[config.mk]
export PLATFORM = sky130hd
export DESIGN_NAME = fetch_stage
export DESIGN_NICKNAME = d
export VERILOG_FILES = /design/src/rtl/fetch_stage.sv
export SDC_FILE = /design/constraint.sdc
export NUM_CORES = 1
export LEC_CHECK = 0
export ABC_AREA = 1
export ABC_CLOCK_PERIOD_IN_PS = 2750
export CAP_MARGIN = 5
export CORE_MARGIN = 2
export CORE_UTILIZATION = 45
export CTS_CLUSTER_DIAMETER = 80
export CTS_CLUSTER_SIZE = 24
export DETAILED_ROUTE_END_ITERATION = 7
export GPL_TIMING_DRIVEN = 0
export PLACE_DENSITY = 0.75
export RECOVER_POWER = 25
export REMOVE_ABC_BUFFERS = 1
export SLEW_MARGIN = 20
export SYNTH_ARGS = -nofsm -noshare
export SYNTH_HDL_FRONTEND = slang
export SYNTH_SLANG_ARGS = --single-unit
[constraint.sdc]
create_clock -name clk -period 2.75 [get_ports clk]
set_clock_uncertainty 0.15 [all_clocks]
set_input_delay 0.275 -clock clk [delete_from_list [all_inputs] [get_ports clk]]
set_output_delay 0.275 -clock clk [all_outputs]
set_load 0.02 [all_outputs]
[src/rtl/fetch_stage.sv]
// Instruction-fetch stage with IF/ID pipeline register for the RV32I core.
// Keeps one imem request in flight, parks a returned word while stalled, squashes on Flush.
module fetch_stage #(
  parameter logic [31:0] RESET_PC  = 32'h0000_0000,
  parameter logic [31:0] NOP_INSTR = 32'h0000_0013
) (
  input  logic        clk,
  input  logic        rst_n,
  input  logic        Stall,
  input  logic        Flush,
  input  logic [31:0] Branch_Target,
  output logic        imem_req,
  output logic [31:0] imem_addr,
  input  logic [31:0] imem_rdata,
  input  logic        imem_valid,
  output logic [31:0] IF_ID_PC,
  output logic [31:0] IF_ID_Instr,
  output logic        IF_ID_Valid,
  output logic [4:0]  IF_ID_Rs1,
  output logic [4:0]  IF_ID_Rs2
);

  typedef enum logic [1:0] {S_IDLE, S_REQ, S_WAIT, S_HOLD} state_t;

  state_t      state, state_n;
  logic [31:0] pc, pc_n;
  logic        kill, kill_n;
  logic [31:0] buf_instr, buf_n;
  logic [31:0] id_pc_n, id_instr_n;
  logic        id_vld_n;
  logic        take;
  logic [31:0] take_word;

  assign imem_req  = (state == S_REQ);
  assign imem_addr = pc;
  assign IF_ID_Rs1 = IF_ID_Instr[19:15];
  assign IF_ID_Rs2 = IF_ID_Instr[24:20];

  always_ff @(posedge clk or negedge rst_n) begin
    if (!rst_n) begin
      state       <= S_IDLE;
      pc          <= RESET_PC;
      kill        <= 1'b0;
      buf_instr   <= '0;
      IF_ID_PC    <= '0;
      IF_ID_Instr <= NOP_INSTR;
      IF_ID_Valid <= 1'b0;
    end else begin
      state       <= state_n;
      pc          <= pc_n;
      kill        <= kill_n;
      buf_instr   <= buf_n;
      IF_ID_PC    <= id_pc_n;
      IF_ID_Instr <= id_instr_n;
      IF_ID_Valid <= id_vld_n;
    end
  end

  always_comb begin
    state_n    = state;
    pc_n       = pc;
    kill_n     = kill;
    buf_n      = buf_instr;
    id_pc_n    = IF_ID_PC;
    id_instr_n = IF_ID_Instr;
    id_vld_n   = IF_ID_Valid;
    take       = 1'b0;
    take_word  = buf_instr;

    if (Flush && state != S_IDLE) begin
      // A request already on the bus cannot be recalled; mark its response as dead.
      pc_n       = Branch_Target;
      id_pc_n    = '0;
      id_instr_n = NOP_INSTR;
      id_vld_n   = 1'b0;
      buf_n      = '0;
      case (state)
        S_REQ: begin
          kill_n  = 1'b1;
          state_n = S_WAIT;
        end
        S_WAIT: begin
          if (imem_valid) begin
            kill_n  = 1'b0;
            state_n = S_REQ;
          end else begin
            kill_n  = 1'b1;
          end
        end
        default: state_n = S_REQ;
      endcase
    end else begin
      case (state)
        S_IDLE: state_n = S_REQ;
        S_REQ:  state_n = S_WAIT;
        S_WAIT: begin
          if (imem_valid) begin
            if (kill) begin
              kill_n  = 1'b0;
              state_n = S_REQ;
            end else if (Stall) begin
              buf_n   = imem_rdata;
              state_n = S_HOLD;
            end else begin
              take      = 1'b1;
              take_word = imem_rdata;
              state_n   = S_REQ;
            end
          end
        end
        S_HOLD: begin
          if (!Stall) begin
            take    = 1'b1;
            state_n = S_REQ;
          end
        end
        default: state_n = S_IDLE;
      endcase

      if (take) begin
        id_pc_n    = pc;
        id_instr_n = take_word;
        id_vld_n   = 1'b1;
        pc_n       = pc + 32'd4;
      end else if (!Stall) begin
        // Nothing new this cycle: bubble, keeping the last PC for visibility.
        id_instr_n = NOP_INSTR;
        id_vld_n   = 1'b0;
      end
    end
  end

endmodule

## Word level (Yosys, flattened, before mapping)

Index checks and enable logic that the tools add are counted.

- Add/sub/neg operators: 1
- Eq/ne operators: 7
- Muxes and demuxes: 37
- Reduce and logical (&&, ||, !) cells: 11

Operators with widths:

| cell | number |
|---|---|
| $mux W32 | 16 |
| $add A32 B3 Y32 const B | 1 |
| $mux W2 | 6 |
| $reduce_bool A2 Y1 | 6 |
| $mux W1 | 11 |
| $pmux W2 S4 | 1 |
| $eq A2 B2 Y1 const B | 2 |
| $pmux W1 S2 | 2 |
| $pmux W2 S2 | 1 |
| $reduce_and A4 Y1 | 1 |
| $ne A3 B1 Y1 const B | 1 |
| $ne A3 B3 Y1 const B | 1 |
| $reduce_and A3 Y1 | 1 |
| $eq A2 B1 Y1 const B | 1 |
| $logic_not A2 Y1 | 1 |
| $ne A2 B1 Y1 const B | 1 |
| $ne A2 B2 Y1 const B | 1 |
| $reduce_and A2 Y1 | 1 |
| $logic_and A1 B1 Y1 | 1 |

- Bits in registers: 132
- Bits of input ports: 69

## Logic depth before layout (Yosys ltp)

- Depth in word-level cells: 7
- Gate-level depth with buffers: 13

## Least setup slack after synthesis

OpenSTA, ideal clock, no wires.

- Path kind: register to register
- Start: register state[0]
- End: register buf_instr[10]
- Library setup time: 119 ps
- Data arrival time: 1561 ps
- Required time: 2481 ps
- Setup slack: 920 ps
- Stages on the path, launching flop included: 12
- Path buffers: 3
- Period minus slack after synthesis: 1830 ps
- Cell sequence: dfrtp_1 -> inv_1 -> ha_1 -> nor2_4 -> buf_6 -> inv_2 -> buf_6 -> o21ai_2 -> inv_2 -> buf_2 -> o21ai_1 -> nand2_1

- Cells in the longest elaborated chain, start to end: 4
- Elaborated cells between the ends (all ways): 9
- Those cells by class: eq/ne (2); mux (1); reduce/logical (6)

RTL lines:

| element | line | RTL |
|---|---|---|
| start, declared | 25 | `state_t state, state_n;` |
| start signal, assigned | 49 | `state <= state_n;` |
| $reduce_bool A2 Y1 | 70 | `if (Flush && state != S_IDLE) begin` |
| $logic_and A1 B1 Y1 | 70 |  |
| $ne A2 B1 Y1 (no source line) / $reduce_bool A2 Y1 (equally long branches) | -- |  |
| $reduce_and A4 Y1 (no source line) | -- |  |
| end signal, assigned | 52 | `buf_instr <= buf_n;` |
| end, declared | 28 | `logic [31:0] buf_instr, buf_n;` |

Parallel ways exist; a longest one is shown, timed or not.
A chain may end at the register's enable or synchronous reset.

## Worst setup path in the final report

- Start: register state[0]
- End: register pc[18], in the netlist imem_addr[18]

- Cells in the longest elaborated chain, start to end: 4
- Elaborated cells between the ends (all ways): 8
- Those cells by class: eq/ne (2); mux (3); reduce/logical (3)

RTL lines:

| element | line | RTL |
|---|---|---|
| $eq A2 B2 Y1 | 93 | `case (state)` |
| $pmux W1 S2 | 93 |  |
| $mux W1 | 70 |  |
| $reduce_bool A2 Y1 (no source line) | -- |  |
| end signal, assigned | 50 | `pc <= pc_n;` |
| end, declared | 26 | `logic [31:0] pc, pc_n;` |

Parallel ways exist; a longest one is shown, timed or not. The select of a mux whose other input is x is not followed.

==> metrics.yaml <==
layout_commonest_cell: "nand2_1"
max-cap-violations: 0
hold_viol_final: 0
cp.required_ns: 2.95
synth_warnings: 0
clockRootBuffer: "clkbuf_16"
grt_pass1_wl_um: 30500
grt_pass1_vias: 6088
clkSinkCount: 132
cts_tree: "yes"
synthArstFlopShare: 1.00
core_um2: 14600
path_clk_slew_ns: 0.06
final_cell_mix: "nand2_1, clkdlybuf4s50_1, dfrtp_1"
fin_hold_ws_ns: 0.252
dieHeight_um: 126
slew_headroom: 0.0114
worst_pin_slew_ns: 1.48
postSynthCellCount: 862
drtIter0Drc: 467
cts.path.max_buffers: 2
ys_seq_area_frac: 0.491
setup_viol: 0
drcViolationCount: 0
status: "finished clean"
tns_ns: 0
leakagePower_nw: 4.46
clk_latency_ns: 0.42
vias: 6302
setup_ws_ns: 0.203
synthToLayoutAreaGrowth_pct: 37.4
drive_above_1_share: 0.0565
grt_setup_unrepaired: "false"
synth_edf_count: 0
grt_max_degree: 75
start_util: 0.461
critPathLaunchType: "flip-flop"
antenna_left: 0
numCtsBuffers: 17
hp-class: "in -> reg"
timing.fmax_mhz: 393
cellPowerDensity_nw_per_um2: 1070
ys_seq_elements: 132
netlist_area_um2: 6730
htree_num_levels: 4
worst-setup-path-type: "reg -> reg"
dp_hpwl_um: 11800
antenna_found_initial: 0
routedWlPerCell_um: 15.5
antenna_cells: 0
gp_congestion: 0.832
grt-ovfl-total: 0
port_buffers: 176
synth-main-ff-cell: "dfrtp_1"
viasPerCell: 5.21
drt_wl_total_um: 18800
grt_use_total: 0.237
nets: 1087
die_w_um: 126
avgSynthCellArea_um2: 7.81
timing.final.crit_share: 0.926
drtPass1Iterations: 7
cp_max_fo: 35
crit_arrival_ns: 2.75
vdd_drop_max_mv: 0.482
slew_viol_final: 0
fin_crit_ns: 2.55
end_kind: "flip-flop"
rows: 44
num-fill-cells: 1254
post-place-ws_ns: -1.07
ios: 177
die-area_um2: 16000
ys_types: 30
## logic make-up after synthesis
logic type,Yosys count,share of synthesized area
AND/OR/NAND/NOR,437,0.265
AO/OA/AOI/OAI,149,0.128
flip-flops,132,0.491
buffers and inverters,128,0.0920
XOR/XNOR,11,0.0143
adder cells (fa/ha/maj),5,0.00929
## power by group
part	leakage (nW)	total (mW)	internal [mW]	switching, mW
sequential	1.73	3.28	2.65	0.628
clock	0.317	2.53	1.66	0.867
combinational	2.42	4.08	1.68	2.40
total	4.46	9.89	5.99	3.89
## synth_stat cells (12+ instances only)
cell / instances / area share
clkbuf_1: 16 / 0.0089
buf_2: 15 / 0.011
nor2_1: 66 / 0.037
inv_1: 70 / 0.039
buf_4: 12 / 0.013
nand2_1: 274 / 0.15
a21o_1: 28 / 0.031
a21oi_1: 37 / 0.028
o21ai_0: 28 / 0.021
nand3_1: 91 / 0.068
dfrtp_1: 129 / 0.48
o21ai_1: 41 / 0.030
## metal layers
layer  routed length (um)  global-route usage
met3                 1340              0.0696
met4                  381              0.0840
met2                 8930               0.381
met1                 8120               0.308
met5                    0                   0
## worst paths after layout
path                                        from              to  slack [ns]  depth (start not counted)
worst min-delay path            Branch_Target[1]    imem_addr[1]        0.25                          3
worst max-delay path                    state[0]   imem_addr[18]        0.20                         13
worst max register to register          state[0]   imem_addr[18]        0.20                         13
worst min register to register    IF_ID_Instr[8]  IF_ID_Instr[8]        0.33                          1
min in group asynchronous                  rst_n    IF_ID_PC[11]        0.60                          2
max in group asynchronous                  rst_n    buf_instr[3]        0.49                          3
## area by class of cell
class | count | area, um2 | area share
clock buffer | 20 | 457 | 0.0494
clock inverter | 12 | 201 | 0.0218
inverter | 74 | 287 | 0.0310
multi-input combinational | 604 | 2870 | 0.311
sequential | 132 | 3310 | 0.358
tap | 184 | 230 | 0.0249
timing repair buffer | 184 | 1900 | 0.205
## flip-flops by register name (all words and copies together), names as in the netlist
| register | cells |
|---|---|
| IF_ID_Instr | 32 |
| IF_ID_PC | 32 |
| IF_ID_Valid | 1 |
| buf_instr | 32 |
| imem_addr | 32 |
| kill | 1 |
| state | 2 |
## critical path, stage by stage, from the launching register on
cell	delay (ns)
dfrtp_1	0.42
inv_1	0.09
ha_1	0.23
nand2_1	0.09
inv_1	0.10
nand2_8	0.22
nand2_2	0.19
nor2_4	0.32
buf_16	0.22
buf_16	0.19
nand2_1	0.06
nand2_1	0.06
inv_1	0.04
nand3_1	0.08
## metrics by stage
step	cells	instance area, um2	util	power (mW)
finish	1210	9250	0.634	9.89
CTS	1209	9250	0.634	9.92
detailed placement	1174	8550	0.586	7.31
global placement	1168	8380	0.575	7.10
floorplan	808	6390	-	5.44
global route	1210	9250	0.634	10.5
## repair_timing
action                                 in CTS  in global routing
endpoints found under the hold margin      58                  0
pin swaps                                   1                  1
resized for setup                           3                  4
cloned                                      1                  1
hold buffers                                1                  0
setup endpoints to repair                 128                 84
setup buffers                               1                  0
Note: power is estimated with default switching activity, not from simulation.
